## config.mk

```make
export PLATFORM = sky130hd
export DESIGN_NAME = icache_refill_ctrl
export DESIGN_NICKNAME = d
export VERILOG_FILES = /design/src/rtl/icache_pkg.sv /design/src/rtl/icache_beat_counter.sv /design/src/rtl/icache_refill_ctrl.sv
export SDC_FILE = /design/constraint.sdc
export NUM_CORES = 1
export LEC_CHECK = 0
export BUFFER_PORTS_ARGS = -buffer_cell sky130_fd_sc_hd__buf_4
export CORE_UTILIZATION = 35
export CTS_CLUSTER_DIAMETER = 60
export DETAILED_ROUTE_END_ITERATION = 10
export PLACE_DENSITY = 0.8
export SKIP_LAST_GASP = 1
export SYNTH_ARGS = -nofsm -noshare
export SYNTH_HDL_FRONTEND = slang
export SYNTH_HIERARCHICAL = 1
export SYNTH_SLANG_ARGS = --single-unit
```

## constraint.sdc

```tcl
create_clock -name clk_i -period 1.8 [get_ports clk_i]
set_clock_uncertainty 0.15 [all_clocks]
set_input_delay 0.09 -clock clk_i [delete_from_list [all_inputs] [get_ports clk_i]]
set_output_delay 0.09 -clock clk_i [all_outputs]
set_load 0.02 [all_outputs]
```

## src/rtl/icache_pkg.sv

```systemverilog
// Shared definitions for the instruction-cache refill path.
//
// Contents:
//   IC_BLOCK_WORDS        default number of 32-bit words per cache line
//   IC_OFFSET_W           byte-offset width within a line, log2(IC_BLOCK_WORDS*4)
//   icache_refill_state_t refill controller states
package icache_pkg;

  localparam int IC_BLOCK_WORDS = 4;
  localparam int IC_OFFSET_W    = $clog2(IC_BLOCK_WORDS * 4);

  typedef enum logic [1:0] {
    IDLE = 2'd0,
    REQ  = 2'd1,
    FILL = 2'd2,
    DONE = 2'd3
  } icache_refill_state_t;

endpackage

```

## src/rtl/icache_beat_counter.sv

```systemverilog
// Beat counter for a cache-line refill burst.
//
// Counts accepted read beats within one line. The count clears on load and
// wraps to zero after the last beat of the line. The word index adds a start
// offset to the count so that a burst beginning mid-line walks the line in
// wrapping order; with a zero start offset the index equals the count.
//
// Ports:
//   clk_i      clock, rising edge
//   reset_n_i  asynchronous active-low reset; clears the count
//   load_i     clear the count to 0 (start of a burst)
//   inc_i      advance the count by one beat
//   start_i    word offset of the first beat within the line
//   cnt_o      beats received so far in this burst
//   idx_o      word index within the line for the current beat
module icache_beat_counter #(
  parameter int  WORDS = 4,
  localparam int CW    = $clog2(WORDS)
) (
  input  logic          clk_i,
  input  logic          reset_n_i,
  input  logic          load_i,
  input  logic          inc_i,
  input  logic [CW-1:0] start_i,
  output logic [CW-1:0] cnt_o,
  output logic [CW-1:0] idx_o
);

  logic [CW-1:0] cnt_reg;
  logic [CW-1:0] cnt_next;

  always_comb begin
    cnt_next = cnt_reg;
    if (load_i) begin
      cnt_next = '0;
    end else if (inc_i) begin
      // WORDS is a power of two, so natural overflow is the line wrap.
      cnt_next = cnt_reg + CW'(1);
    end
  end

  always_ff @(posedge clk_i or negedge reset_n_i) begin
    if (!reset_n_i) begin
      cnt_reg <= '0;
    end else begin
      cnt_reg <= cnt_next;
    end
  end

  assign cnt_o = cnt_reg;
  // Modular add: wraps inside the line for critical-word-first ordering.
  assign idx_o = cnt_reg + start_i;

endmodule

```

## src/rtl/icache_refill_ctrl.sv

```systemverilog
// Instruction-cache miss/refill controller for the fetch stage.
//
// On a fetch miss it issues one burst read for the missing line, writes the
// returned beats into the cache data array, pulses fill-done when the line is
// complete, and stalls fetch meanwhile. Replacement state is only allowed to
// update while idle (hits) and on the fill-done cycle.
//
// Optional build macro: ICACHE_CRIT_WORD_FIRST_EN
//   Defined   : request the missed word first, fill the line in wrapping
//               order, release the stall after the first beat and add the
//               crit_valid_o port.
//   Undefined : line-order fill with the stall held until fill-done.
//
// Ports:
//   clk_i             clock, rising edge
//   reset_n_i         asynchronous active-low reset
//   fetch_valid_i     fetch stage holds a valid pc_f_i
//   pc_f_i            fetch byte address
//   instr_hit_f_i     cache lookup hit for pc_f_i
//   flush_i           branch redirect; drops a request not yet accepted
//   mem_req_o         burst read request (held until mem_ready_i)
//   mem_addr_o        burst start byte address
//   mem_ready_i       memory accepted the request
//   mem_rvalid_i      read beat valid
//   mem_rdata_i       read beat data
//   ic_we_o           data-array write strobe
//   ic_waddr_o        byte address of the word written
//   ic_wdata_o        word written
//   ic_fill_done_o    one-cycle pulse: line complete, set tag/valid
//   ic_repl_permit_o  replacement state may update
//   stall_f_o         freeze PC and F/D registers
//   crit_valid_o      (macro only) registered pulse after the first beat
module icache_refill_ctrl
  import icache_pkg::*;
#(
  parameter int BLOCK_WORDS = IC_BLOCK_WORDS,
  parameter int ADDR_W      = 32
) (
  input  logic              clk_i,
  input  logic              reset_n_i,
  input  logic              fetch_valid_i,
  input  logic [ADDR_W-1:0] pc_f_i,
  input  logic              instr_hit_f_i,
  input  logic              flush_i,
  output logic              mem_req_o,
  output logic [ADDR_W-1:0] mem_addr_o,
  input  logic              mem_ready_i,
  input  logic              mem_rvalid_i,
  input  logic [31:0]       mem_rdata_i,
  output logic              ic_we_o,
  output logic [ADDR_W-1:0] ic_waddr_o,
  output logic [31:0]       ic_wdata_o,
  output logic              ic_fill_done_o,
  output logic              ic_repl_permit_o,
  output logic              stall_f_o
`ifdef ICACHE_CRIT_WORD_FIRST_EN
  ,
  output logic              crit_valid_o
`endif
);

  localparam int CW    = $clog2(BLOCK_WORDS);
  localparam int OFF_W = CW + 2;
  localparam logic [ADDR_W-1:0] LINE_MASK = {{(ADDR_W-OFF_W){1'b1}}, {OFF_W{1'b0}}};

  icache_refill_state_t state_reg, state_next;
  logic [ADDR_W-1:0]    base_reg, base_next;

  logic                 miss;
  logic                 start_miss;
  logic                 cnt_load;
  logic                 cnt_inc;
  logic                 cnt_last;
  logic [CW-1:0]        cnt_start;
  logic [CW-1:0]        cnt_val;
  logic [CW-1:0]        cnt_idx;
  logic [ADDR_W-1:0]    req_addr;
  logic [ADDR_W-1:0]    word_off;
  logic                 fill_stall;

  assign miss       = fetch_valid_i & ~instr_hit_f_i;
  assign start_miss = (state_reg == IDLE) & miss & ~flush_i;
  assign cnt_load   = (state_reg == REQ) & mem_ready_i;
  assign cnt_inc    = (state_reg == FILL) & mem_rvalid_i;
  assign cnt_last   = (cnt_val == CW'(BLOCK_WORDS - 1));
  assign word_off   = {{(ADDR_W-OFF_W){1'b0}}, cnt_idx, 2'b00};

`ifdef ICACHE_CRIT_WORD_FIRST_EN
  logic [CW-1:0] off_reg;
  logic          crit_valid_reg;

  // Word offset of the missed PC; the burst starts there and wraps.
  always_ff @(posedge clk_i or negedge reset_n_i) begin
    if (!reset_n_i) begin
      off_reg        <= '0;
      crit_valid_reg <= 1'b0;
    end else begin
      if (start_miss) begin
        off_reg <= pc_f_i[OFF_W-1:2];
      end
      crit_valid_reg <= cnt_inc & (cnt_val == '0);
    end
  end

  assign cnt_start    = off_reg;
  assign req_addr     = base_reg | {{(ADDR_W-OFF_W){1'b0}}, off_reg, 2'b00};
  // Before the first beat fetch waits; afterwards only a fresh miss waits.
  assign fill_stall   = (cnt_val == '0) | miss;
  assign crit_valid_o = crit_valid_reg;
`else
  assign cnt_start  = '0;
  assign req_addr   = base_reg;
  assign fill_stall = 1'b1;
`endif

  icache_beat_counter #(
    .WORDS (BLOCK_WORDS)
  ) u_beat_counter (
    .clk_i     (clk_i),
    .reset_n_i (reset_n_i),
    .load_i    (cnt_load),
    .inc_i     (cnt_inc),
    .start_i   (cnt_start),
    .cnt_o     (cnt_val),
    .idx_o     (cnt_idx)
  );

  always_ff @(posedge clk_i or negedge reset_n_i) begin
    if (!reset_n_i) begin
      state_reg <= IDLE;
      base_reg  <= '0;
    end else begin
      state_reg <= state_next;
      base_reg  <= base_next;
    end
  end

  always_comb begin
    state_next       = state_reg;
    base_next        = base_reg;
    mem_req_o        = 1'b0;
    mem_addr_o       = '0;
    ic_we_o          = 1'b0;
    ic_waddr_o       = '0;
    ic_wdata_o       = '0;
    ic_fill_done_o   = 1'b0;
    ic_repl_permit_o = 1'b0;
    stall_f_o        = 1'b0;

    case (state_reg)
      IDLE: begin
        ic_repl_permit_o = 1'b1;
        stall_f_o        = miss;
        if (start_miss) begin
          base_next  = pc_f_i & LINE_MASK;
          state_next = REQ;
        end
      end

      REQ: begin
        mem_req_o  = 1'b1;
        mem_addr_o = req_addr;
        stall_f_o  = 1'b1;
        // An accepted request wins over a simultaneous redirect.
        if (mem_ready_i) begin
          state_next = FILL;
        end else if (flush_i) begin
          state_next = IDLE;
        end
      end

      FILL: begin
        // A burst in flight cannot be cancelled, so flush_i is ignored here.
        stall_f_o = fill_stall;
        if (mem_rvalid_i) begin
          ic_we_o    = 1'b1;
          ic_waddr_o = base_reg | word_off;
          ic_wdata_o = mem_rdata_i;
          if (cnt_last) begin
            state_next = DONE;
          end
        end
      end

      DONE: begin
        ic_fill_done_o   = 1'b1;
        ic_repl_permit_o = 1'b1;
        stall_f_o        = 1'b1;
        state_next       = IDLE;
      end

      default: begin
        state_next = IDLE;
      end
    endcase
  end

endmodule
```

# Word-level counts from Yosys, hierarchy flattened
# Cells that the tools add are included.
# Widths: inputs -> output; s select.
[totals]
wordCells = 45
inputBits = 71
register_bits = 32
output_inout_bits = 101
[op_classes]
add_sub_neg = 1
eq_ne = 8
n_mux = 19
bitwise = 8
n_reduce_logical = 6
[ops]
columns = ["cell", "count"]
rows = [
  ["$mux 32", 5],
  ["$or 32x4->32", 1],
  ["$mux 2", 7],
  ["$pmux 2 s4", 1],
  ["$eq 2x2->1 const B", 3],
  ["$ne 2x2->1 const B", 3],
  ["$and 1x1->1", 5],
  ["$mux 1", 5],
  ["$reduce_and 4->1", 1],
  ["$ne 3x3->1 const B", 1],
  ["$reduce_or 3->1", 1],
  ["$add 2x1->2 const B", 1],
  ["$eq 2x1->1 const B", 1],
  ["$logic_not 2->1", 1],
  ["$not 1->1", 2],
  ["$pmux 1 s2", 1],
  ["$reduce_and 2->1", 1],
  ["$reduce_bool 2->1", 1],
  ["$reduce_or 2->1", 1],
]

# Depth between registers and ports, before layout
[logic_depth]
word_depth = 6
ltp_mapped = 7
mapped_depth_nobuf = 6

# Modules after synthesis
# The synthesis kept the hierarchy.
[modules_own_cells]
columns = ["module", "n_inst", "seq_area_each_um2", "area_each_um2", "cells_each"]
rows = [
  ["icache_refill_ctrl", 1, 750.7, 1958.1, 195],
  ["icache_beat_counter", 1, 50.0, 118.9, 10],
]

# Worst setup path after synthesis
# No wires, ideal clock.
[synth_path]
path_kind = "reg2reg"
startpoint = "register state_reg[0]"
endpoint = "register u_beat_counter.cnt_reg[1] (netlist: u_beat_counter/cnt_o[1])"
path_slack_ps = -192
t_required_ps = 1577
period_less_slack_ps = 1992
path_stages_with_launch = 8
arrival_ps = 1769
setup_ps = 73
path_buffers = 2
cell_sequence = "dfrtp_1 -> inv_1 -> ha_1 -> clkbuf_1 -> clkbuf_1 -> and2_1 -> nand3b_1 -> a21oi_2"
[synth_between]
elab_chain_len = 3
elab_cells_between_ends = 6
cone_classes = "2 x eq/ne; 1 x mux; 2 x bitwise; 1 x reduce/logical"
[synth_lines]
columns = ["element", "line", "rtl"]
rows = [
  ["start: declaration", "icache_refill_ctrl.sv:66", "icache_refill_state_t state_reg, state_next;"],
  ["start signal: assignment", "icache_refill_ctrl.sv:133", "state_reg <= state_next;"],
  ["$eq 2x1->1 or $eq 2x2->1 (tied branches)", "icache_refill_ctrl.sv:83, icache_refill_ctrl.sv:84", ""],
  ["$and 1x1->1, on equally long branches", "icache_refill_ctrl.sv:83, icache_refill_ctrl.sv:84", ""],
  ["$mux 2 or $reduce_bool 2->1 (tied branches)", "-", ""],
  ["end signal: assignment", "icache_beat_counter.sv:46", "cnt_reg <= cnt_next;"],
  ["end: declaration", "icache_beat_counter.sv:29", "logic [CW-1:0] cnt_reg;"],
]
# Parallel ways exist; a longest one is shown, timed or not.
# A chain may end at the register's enable or synchronous reset.

# Worst setup path after layout
[layout_path]
startpoint = "register state_reg[0]"
endpoint = "output mem_addr_o[14]"
[layout_between]
elab_chain_len = 2
[layout_lines]
columns = ["element", "line", "rtl"]
rows = [
  ["$eq 2x1->1", "icache_refill_ctrl.sv:150", "case (state_reg)"],
  ["$mux 32", "icache_refill_ctrl.sv:150", ""],
  ["end: declaration", "icache_refill_ctrl.sv:46", "output logic [ADDR_W-1:0] mem_addr_o,"],
]
# No other way between the ends.

==> run summary <==
Worst-path clk slew -> 0.07 ns
Status -> finished clean
CTS tree -> built
Core area -> 5608 µm²
Buffers on Ports -> 161
Skew-Pair Late Insertion Delay -> 0.28 ns
Crit Path Category -> reg2out
Worst vdd ir -> 0.7864 mV
Largest net degree at the start of global routing -> 45
GRT Total Usage -> 0.2048
First-pass GRT wire length -> 9.873 mm
Area grow syn2layout -> 84.58%
Num CTS Buffers -> 5
Peak Freq -> 0.5677 GHz
Critical Path RT -> 1.56 ns
DP Area -> 3373 µm²
Most Frequent Cell on Critical Path -> buf_4
Die Y -> 79.04 µm
Gr ovfl total -> 0
CP cell instances -> buf_4, ha_2, buf_12, and2_1, buf_4
Design Power -> 0.004935 W
CP delay by family, top -> buffers and inverters
DIE WIDTH -> 79.04 µm
Gpl congestion -> 0.7598
Initial core utilization -> 0.3704
Antenna diode count -> 0
Top-level port count -> 172
H-tree depth -> 2
Synth unique cells -> 26
Final Net Count -> 473
Post-synthesis cell count -> 205
Starting DRC count in detailed routing -> 46
CP Max Fanout -> 30
Final period util -> 0.9786
Final instance area -> 3834 µm²
Row count -> 27
Post-route DRC -> 0
Startpoint Class -> flip-flop
MaxCap Viol Count -> 0
DR vias/cell -> 4.722
DP HPWL -> 4.561 mm
Place WS -> 0.07507 ns
ANT nets after route -> 0
Final setup margin -> 0.03858 ns
Register area share after synthesis -> 0.3855
FF+latch count, synth -> 32
Vias in the first global route -> 2,093
Hold/Removal Path Class -> in2async
CP max stage delay -> 0.38 ns
Final Util -> 0.6836
Vias -> 2,210
Initial antenna violation count -> 0
Die area -> 6247 µm²
Clock buffer depth -> 2
Final Setup Violations -> 0
Max reg flops -> 28
PD cells -> 1287 nW/µm²
# fillers -> 429
Routed WL -> 6.626 mm
Crit end category -> primary output
Netlist Area Pre-Place -> 2077 µm²
YS warnings -> 6
CP Buf/Inv Count -> 3
Data arrival time of the critical path -> 1.52 ns
CP max stage cell -> dfrtp_1
DR pass1 iterations -> 6
Root Driver -> clkbuf_8
Sum Neg Setup Slack -> 0 ns
Clock sinks -> 32
Syn Area/Cell -> 10.13 µm²
LEAKAGE -> 2.161 nW
Fraction of layout cells with a size suffix above 1 -> 0.5505
Final Critical Period -> 1.761 ns
Final Max Slew Viols -> 0
Drt wl/cell -> 14.16 µm
Hold Fails Final Rpt -> 0
## final cells by class
cell class	count	area, µm²	area share
Timing Repair Buffer	202	1667	0.4347
Tap cell	72	90.09	0.02350
Multi-Input combinational cell	150	1175	0.3065
Inverter	5	18.77	0.004896
Clock buffer	5	68.82	0.01795
Sequential cell	32	802.0	0.2092
Clock inverter	2	12.51	0.003264
## worst paths after layout
path                               from                         end  slack [ns]  cells past startpoint
min reg2reg                 base_reg[6]                 base_reg[6]        0.37                      1
max reg2reg                   flip-flop                base_reg[14]        0.08                      6
max                        state_reg[0]              mem_addr_o[14]        0.04                      5
max in group asynchronous     reset_n_i  asynchronous set/reset pin        1.04                      2
min in group clk_i              flush_i                state_reg[0]        0.16                      3
min                           reset_n_i                 base_reg[5]        0.14                      2
## cells by family (layout without fill, tap and decap cells)
kind of cell / Yosys count / after routing / share of synthesized area
other cells: 1 / 8 / 0.001805
simple gates: 98 / 98 / 0.3036
buf+inv: 30 / 214 / 0.07229
xor+xnor: 3 / 3 / 0.01265
compound gates: 7 / 7 / 0.03614
fa+ha+maj: 6 / 6 / 0.03614
flops: 32 / 32 / 0.3855
mux: 28 / 28 / 0.1518
## cells in the mapped netlist
master    count  area (µm²)
a21bo_1       1       10.01
buf_6         2       22.52
o21ai_0       1       5.000
o32a_2        1       11.26
or3b_4        1       11.26
nor3b_1       1       7.510
xnor2_1       3       26.28
nand3_1       1       5.000
buf_4         6       45.04
mux2_2       27       304.0
and3_1       62       387.9
clkbuf_1     16       60.06
mux2_1        1       11.26
nor2_1        1       3.750
nor2_8        1       20.02
ha_1          6       75.07
inv_1         5       18.77
a21oi_2       1       8.760
a31o_1        1       8.760
conb_1        1       3.750
dfrtp_1      32       800.8
and2_1       30       187.7
a221oi_4      1       26.28
nand3b_1      1       7.510
a21oi_1       1       5.000
buf_1         1       3.750
## through the flow
stage,hold WS [ns],cells
CTS,0.1430,465
detailed placement,-0.09200,428
finish,0.1417,468
global route,0.1549,468
global placement,-0.1013,428
floorplan,-0.3556,212
## per-layer routing
metal	part of all wire	wire [µm]	vias to the layer above	track usage
li1	-	-	1079	-
met1	0.38	2491	1021	0.2170
met2	0.53	3527	104	0.3983
met3	0.083	548	6	0.04828
met4	0.0089	59	0	0.05455
met5	0	0	-	0
## repair_timing
item / CTS / global route
buffers inserted: 0 / 2
setup endpoints to repair: 90 / 120
endpoints found under the hold margin: 61 / 0
pin swaps: 0 / 1
cloned: 0 / 1
gates resized for setup: 2 / 9
hold buffers: 30 / 0
## layout by cell type, fill, tap and decap left out, drive strengths merged, types with 2 or more instances in the layout
cell type | netlist | routed
inv | 5 | 5
buf | 9 | 171
nor2 | 2 | 2
ha | 6 | 6
mux2 | 28 | 28
dlygate4sd3 | 0 | 30
conb | 1 | 8
dfrtp | 32 | 32
clkbuf | 16 | 6
and3 | 62 | 62
xnor2 | 3 | 3
a21oi | 2 | 2
and2 | 30 | 30
## where the power goes
| group | total (W) | switching (W) | internal (W) | leakage [nW] |
|---|---|---|---|---|
| clock | 0.000525 | 0.000264 | 0.000261 | 0.0400 |
| sequential | 0.00135 | 0.000268 | 0.00108 | 0.386 |
| combinational | 0.00306 | 0.00151 | 0.00155 | 1.74 |
Power figures use the tool's default switching activity.
